===== config.mk =====
export PLATFORM = sky130hd
export DESIGN_NAME = vram_arbiter
export DESIGN_NICKNAME = d
export VERILOG_FILES = /design/src/rtl/vga_pkg.sv /design/src/rtl/vram_bank_ctrl.sv /design/src/rtl/vram_arbiter.sv
export SDC_FILE = /design/constraint.sdc
export NUM_CORES = 1
export LEC_CHECK = 0
export ABC_AREA = 1
export CAP_MARGIN = 20
export CORE_ASPECT_RATIO = 0.5
export CORE_MARGIN = 2
export CORE_UTILIZATION = 50
export CTS_CLUSTER_DIAMETER = 30
export DETAILED_ROUTE_END_ITERATION = 7
export DONT_BUFFER_PORTS = 1
export MAX_ROUTING_LAYER = met4
export PLACE_DENSITY = 0.7
export SYNTH_ARGS = -nofsm -noshare
export SYNTH_HDL_FRONTEND = slang
export SYNTH_SLANG_ARGS = --single-unit

===== constraint.sdc =====
create_clock -name clk -period 2 [get_ports clk]
set_input_delay 0.5 -clock clk [delete_from_list [all_inputs] [get_ports clk]]
set_output_delay 0.5 -clock clk [all_outputs]
set_load 0.01 [all_outputs]

===== src/rtl/vga_pkg.sv =====
// Shared VGA/VRAM definitions: geometry, widths,
// bank encodings and the arbiter grant-source type.
package vga_pkg;

  localparam int unsigned H_ACTIVE = 800;
  localparam int unsigned V_ACTIVE = 600;

  localparam int unsigned ADDR_W = 19;
  localparam int unsigned DATA_W = 12;

  localparam logic BANK_0 = 1'b0;
  localparam logic BANK_1 = 1'b1;

  typedef enum logic [1:0] {
    SRC_NONE,
    SRC_DISP,
    SRC_WR,
    SRC_WR_FORCED
  } grant_src_e;

endpackage


===== src/rtl/vram_bank_ctrl.sv =====
// Double-buffer bank control: latches swap requests
// and flips the display bank only at end of frame.
module vram_bank_ctrl
  import vga_pkg::*;
(
  input  logic clk,
  input  logic rst,
  input  logic swap_req,
  input  logic frame_end,
  output logic disp_bank,
  output logic swap_done
);

  logic pend_q, pend_d;
  logic bank_q, bank_d;
  logic done_q, done_d;
  logic do_swap;

  assign do_swap = frame_end & (pend_q | swap_req);

  // Next state: swap on frame end, else latch a request
  always_comb begin
    pend_d = pend_q;
    bank_d = bank_q;
    done_d = do_swap;
    if (do_swap) begin
      pend_d = 1'b0;
      bank_d = ~bank_q;
    end else if (swap_req) begin
      pend_d = 1'b1;
    end
  end

  // Bank state registers
  always_ff @(posedge clk or negedge rst) begin
    if (!rst) begin
      pend_q <= 1'b0;
      bank_q <= BANK_0;
      done_q <= 1'b0;
    end else begin
      pend_q <= pend_d;
      bank_q <= bank_d;
      done_q <= done_d;
    end
  end

  assign disp_bank = bank_q;
  assign swap_done = done_q;

endmodule


===== src/rtl/vram_arbiter.sv =====
// VRAM arbiter: display reads first, writer gets a
// forced slot after STARVE_LIMIT denied cycles.
module vram_arbiter
  import vga_pkg::*;
#(
  parameter int unsigned AW = ADDR_W,
  parameter int unsigned DW = DATA_W,
  parameter int unsigned STARVE_LIMIT = 8,
  parameter bit WR_BLANK_ONLY = 1'b0
) (
  input  logic          clk,
  input  logic          rst,
  input  logic          blank,
  input  logic          frame_end,
  input  logic          disp_req,
  input  logic [AW-1:0] disp_addr,
  output logic          disp_gnt,
  output logic          disp_rvalid,
  output logic [DW-1:0] disp_rdata,
  input  logic          wr_valid,
  input  logic [AW-1:0] wr_addr,
  input  logic [DW-1:0] wr_data,
  output logic          wr_ready,
  input  logic          swap_req,
  output logic          swap_done,
  output logic          disp_bank,
  output logic          mem_en,
  output logic          mem_we,
  output logic [AW:0]   mem_addr,
  output logic [DW-1:0] mem_wdata,
  input  logic [DW-1:0] mem_rdata
);

  localparam logic [7:0] LIMIT = 8'(STARVE_LIMIT);

  grant_src_e    src;
  logic          wr_elig;
  logic          forced;
  logic [7:0]    starve_q, starve_d;
  logic          en_q, en_d;
  logic          we_q, we_d;
  logic [AW:0]   addr_q, addr_d;
  logic [DW-1:0] wdata_q, wdata_d;
  logic [1:0]    rd_q;
  logic          bank;

  vram_bank_ctrl u_bank (
    .clk       (clk),
    .rst       (rst),
    .swap_req  (swap_req),
    .frame_end (frame_end),
    .disp_bank (bank),
    .swap_done (swap_done)
  );

  assign wr_elig = !WR_BLANK_ONLY || blank;
  assign forced  = wr_valid && !WR_BLANK_ONLY
                && (starve_q == LIMIT);

  // Priority grant; nothing is granted while in reset
  always_comb begin
    src = SRC_NONE;
    if (rst) begin
      if (forced)
        src = SRC_WR_FORCED;
      else if (disp_req)
        src = SRC_DISP;
      else if (wr_valid && wr_elig)
        src = SRC_WR;
    end
  end

  assign disp_gnt = (src == SRC_DISP);
  assign wr_ready = (src == SRC_WR)
                 || (src == SRC_WR_FORCED);

  // Starvation counter: counts only denied eligible writes
  always_comb begin
    starve_d = '0;
    if (wr_valid && !WR_BLANK_ONLY
        && src == SRC_DISP) begin
      if (starve_q >= LIMIT)
        starve_d = LIMIT;
      else
        starve_d = starve_q + 8'd1;
    end
  end

  // Next memory command built from this cycle's grant
  always_comb begin
    en_d    = (src != SRC_NONE);
    we_d    = wr_ready;
    addr_d  = {bank, disp_addr};
    wdata_d = '0;
    if (wr_ready) begin
      addr_d  = {~bank, wr_addr};
      wdata_d = wr_data;
    end
  end

  // Registered command, counter and read-valid pipe
  always_ff @(posedge clk or negedge rst) begin
    if (!rst) begin
      starve_q <= '0;
      en_q     <= 1'b0;
      we_q     <= 1'b0;
      addr_q   <= '0;
      wdata_q  <= '0;
      rd_q     <= '0;
    end else begin
      starve_q <= starve_d;
      en_q     <= en_d;
      we_q     <= we_d;
      addr_q   <= addr_d;
      wdata_q  <= wdata_d;
      rd_q     <= {rd_q[0], disp_gnt};
    end
  end

  assign mem_en      = en_q;
  assign mem_we      = we_q;
  assign mem_addr    = addr_q;
  assign mem_wdata   = wdata_q;
  assign disp_rvalid = rd_q[1];
  assign disp_rdata  = rd_q[1] ? mem_rdata : '0;
  assign disp_bank   = bank;

endmodule


# --- Word-level counts from Yosys, hierarchy flattened ---
# Cells that the tools add are included.
totals:
  register_bits: 47
  in_bits: 69
  out_inout_bits: 51
  elab_cells: 34
classes:
  addsub: 1
  magnitude_cmp: 1
  n_eq_ne: 4
  n_mux: 11
  bitwise_logic: 3
  reduce_logical: 5
ops:
  columns: ["operator", "count"]
  rows:
  - ["12-bit two-way mux", 2]
  - ["20-bit two-way mux", 1]
  - ["8-bit two-way mux", 2]
  - ["8-bit by 1-bit adder with 8-bit output, second input constant", 1]
  - ["8-bit by 4-bit == test with 1-bit output, second input constant", 1]
  - ["8-bit by 4-bit greater-or-equal comparator with 1-bit output, second input constant", 1]
  - ["2-bit two-way mux", 4]
  - ["2-bit == test, second input constant", 2]
  - ["2-bit nonzero test", 2]
  - ["2-bit by 1-bit == test with 1-bit output, second input constant", 1]
  - ["1-bit logical AND", 2]
  - ["1-bit two-way mux", 2]
  - ["1-bit bitwise AND", 1]
  - ["1-bit logical OR", 1]
  - ["1-bit inverter", 1]
  - ["1-bit OR", 1]

# --- Depth between registers and ports, before layout ---
depth:
  depth_word: 7
  depth_mapped: 8
  depth_no_buf: 7

# --- Modules after synthesis ---
# A second synthesis with hierarchy kept.
unflattened:
  cells_unflattened: 210
  area_unflattened_um2: 1936.9
modules_own_cells:
  columns: ["module", "n_inst", "cells_per_inst", "area_per_inst_um2", "seq_area_each_um2"]
  rows:
  - ["vram_arbiter", 1, 197, 1816.7, 1101.1]
  - ["vram_bank_ctrl", 1, 13, 120.1, 75.1]

# --- Worst setup path before layout ---
# No wires, ideal clock.
synth_timing:
  kind: "reg2out"
  from: "reg starve_q[0]"
  to: "out wr_ready"
  t_arrival_ns: 1.235
  t_required_ns: 1.500
  slack_ns: 0.265
  stages_incl_launch_ff: 8
  path_buffers: 1
  cell_sequence: "dfrtp_1 > inv_1 > ha_1 > nand3_2 > o21ai_4 > nand2_4 > buf_6 > inv_1"
synth_via:
  elab_chain_len: 6
  elab_cells_between_ends: 7
  classes_between: "eq/ne (3); mux (2); reduce/logical (2)"
synth_rtl:
  columns: ["element", "line", "rtl"]
  rows:
  - ["start, declared", "vram_arbiter.sv:39", "logic [7:0] starve_q, starve_d;"]
  - ["start signal, assigned", "vram_arbiter.sv:111", "starve_q <= starve_d;"]
  - ["8-bit by 4-bit == test with 1-bit output *", "vram_arbiter.sv:58", "&& (starve_q == LIMIT);"]
  - ["1-bit logical AND *", "vram_arbiter.sv:58", null]
  - ["2-bit two-way mux *", "vram_arbiter.sv:64", "if (forced)"]
  - ["2-bit two-way mux *", "vram_arbiter.sv:63", "if (rst) begin"]
  - ["2-bit == test (on tied branches)", "vram_arbiter.sv:74, vram_arbiter.sv:75", null]
  - ["1-bit logical OR *", "vram_arbiter.sv:75", "|| (src == SRC_WR_FORCED);"]
  - ["end, declared", "vram_arbiter.sv:23", "output logic wr_ready,"]
# Mark *: on every way between the ends. The rest lies on a longest branch, timed or not.

# --- Worst setup path in the final report ---
# Ends and elaborated chain as after synthesis.

==> results.md <==
- Num CTS Buffers: 5
- Finished Core Util: 0.5810
- Mux cell area share after synthesis: 0
- Gr usage total: 0.1813
- CP arrival: 1380 ps
- Initial Util: 0.5376
- Run status: completed
- Max-cap viol count: 0
- DR WL/cell: 14.81 µm
- Yosys warnings: 0
- First-pass GRT wire length: 5630 µm
- Core Area: 3547 µm²
- Setup TNS: 0 ps
- Clk buf depth: 2
- Input/output buffers: 0
- Drt total wl: 3822 µm
- Design area: 2061 µm²
- Top fanout value on the critical path: 4
- Largest family of logic cells by synthesized area: simple AND/OR/NAND/NOR gates
- Critical Path Start Type: register
- Clock transition at path regs: 80 ps
- Area Growth Syn to Fin: 8.071%
- Worst path slowest cell: dfrtp_1
- Pre-CTS WS: 379.6 ps
- Hold WS: 48.58 ps
- Placed insts: 250
- Deepest level of the CTS H-tree: 2
- Sequential share of the synthesized area: 0.6168
- Post-Layout Cell Count: 258
- Post-CTS Setup Bufs: 0
- Crit share post-route: 0.9386
- CTS tree: built
- Vias/cell: 4.988
- Critical path class: reg2out
- Clock Skews: 5.895 ps
- Synth Area in Compound Gates: 0.01640
- Drt drc: 0
- Pwr per Cell Area: 863.5 nW/µm²
- Worst path max stage delay: 420 ps
- Hold Path Class: in2async
- Clk Latency, worst-skew pair: 290 ps
- Lkg Pwr: 1.175 nW
- Initial antenna violation count: 0
- Commonest non-fill, non-tap cells in the layout: nand2_1, dfrtp_1, inv_1
- Final setup viols: 0
- Yosys top cell area share: 0.6168
- Reg-to-reg slack, setup: 450 ps
- Final hold viol count: 0
- Worst r2r src: starve_q[0]$_DFF_PN0_
- Row cnt: 15
- Post-Synth Adder-Cell Area: 0.01312
- Die Y: 47.67 µm
- Worst Setup End Kind: output pin
- DR top layer: met4
- Syn Area/Cell: 9.487 µm²
- Total overflow reported by the global router: 0
- Met3 wire length: 300 µm
- Reg2Reg Depth: 8
- CTS root buf: clkbuf_8
- Largest net degree at the start of global routing: 48
- Total clock sinks: 47
- Post-synthesis simple-gate area fraction: 0.2428
- Nets: 278
- Met2 WL: 2023 µm
- Vias in the first global route: 1,160
- Final WS setup: 122.9 ps
- Cell variety after synth: 22
- XOR/XNOR share of the synthesized area: 0.009186
- Worst Path Required: 1500 ps
- Max Fclk: 532.7 MHz
- Critical path, cell by cell: inv_1 > ha_1 > nand3_2 > o21ai_4 > nand2_4 > inv_2
- Synth Instances: 201
- Die ar.: 4353 µm²
- Drt pass-1 iters: 4
- Worst vdd ir: 0.0003465 V
- Ports: 120
- DP Wirelength: 2800 µm
- Via count: 1,287
- Unrepaired setup endpoints after global routing: false
- ANT cells: 0
- Metal-1 WL: 1473 µm
- Gpl congestion: 0.7920
- Fraction of layout cells with a size suffix above 1: 0.1449
- Top cells by area, synth: dfrtp_1, nand2_1, inv_1
- Placed cell areas: 1942 µm²
- Fin. max-slew vios: 0
- Crit path time final: 1877 ps
- Tot Pwr: 1.779 mW
- Iteration-0 DRC Markers: 61
- Reg2reg end: mem_addr[9]$_DFF_PN0_
- Commonest non-fill, non-tap cell in the layout: nand2_1
- Final ANT Viol Nets: 0
- Synthesis-stage register bit count: 47
- Area leader, netlist: dfrtp_1
- Area of the mapped netlist: 1907 µm²
- Die Wd: 91.34 µm
==> synth_stat cells <==
cell type	count
a21oi_1	2
buf_2	2
buf_4	2
buf_6	3
clkbuf_1	1
conb_1	1
dfrtp_1	47
ha_1	2
inv_1	33
inv_2	1
nand2_1	56
nand2_2	1
nand2_4	1
nand3_1	22
nand3_2	1
nand4_1	1
nor2_1	9
nor2_2	12
o21ai_0	1
o21ai_4	1
xnor2_1	1
xor2_1	1
==> power breakdown <==
| group | internal [mW] | leakage [nW] | switching [mW] |
|---|---|---|---|
| logic | 0.0474 | 0.538 | 0.0996 |
| registers | 1.02 | 0.590 | 0.0644 |
| clock network | 0.271 | 0.0470 | 0.280 |
==> flip-flops by register name (all words and copies together) (netlist names) <==
name,cells
mem_addr,20
mem_wdata,12
starve_q,8
rd_q,2
mem_en,1
mem_we,1
u_bank.disp_bank,1
u_bank.pend_q,1
u_bank.swap_done,1
==> cell type report <==
cell class | instances | area, µm²
sequential | 47 | 1176
tap | 51 | 63.81
inverter | 34 | 127.6
clock inverter | 1 | 5.005
timing repair buffer | 4 | 50.05
fill | 323 | 1486
clock buffer | 6 | 82.58
multi-input combinational | 115 | 555.5
==> per-layer routing <==
layer | track usage | vias to the layer above
met5 | - | -
li1 | - | 599
met3 | 0.05827 | 2
met2 | 0.3141 | 69
met1 | 0.2078 | 617
met4 | 0.06667 | 0
==> critical path: cells and delay by family (launching register included) <==
kind | cells | cell delay, ps
compound gates | 1 | 170
fa+ha+maj | 1 | 160
buf+inv | 2 | 150
flops | 1 | 420
simple gates | 2 | 190
==> timing repair <==
item / in CTS / in global routing
resized for setup: 0 / 2
hold endpoints to repair: 47 / 0
hold buffers: 1 / 0
setup endpoints to repair: 0 / 2
==> cells by family after synthesis <==
| group | after synthesis |
|---|---|
| AND/OR/NAND/NOR | 103 |
| flip-flops | 47 |
| buffers and inverters | 42 |
| AO/OA/AOI/OAI | 4 |
| XOR/XNOR | 2 |
| adder cells (fa/ha/maj) | 2 |
| other | 1 |
==> how the worst max path moves through the flow <==
| stage | from | end | cells past startpoint |
|---|---|---|---|
| detailed placement | starve_q[0]$_DFF_PN0_ | wr_ready | 6 |
| finish | starve_q[0]$_DFF_PN0_ | wr_ready | 6 |
| global placement | starve_q[0]$_DFF_PN0_ | wr_ready | 6 |
| CTS | starve_q[0]$_DFF_PN0_ | wr_ready | 6 |
| global route | starve_q[0]$_DFF_PN0_ | wr_ready | 6 |
| floorplan | starve_q[0]$_DFF_PN0_ | wr_ready | 7 |
No activity file was read; power rests on OpenSTA's default activity.
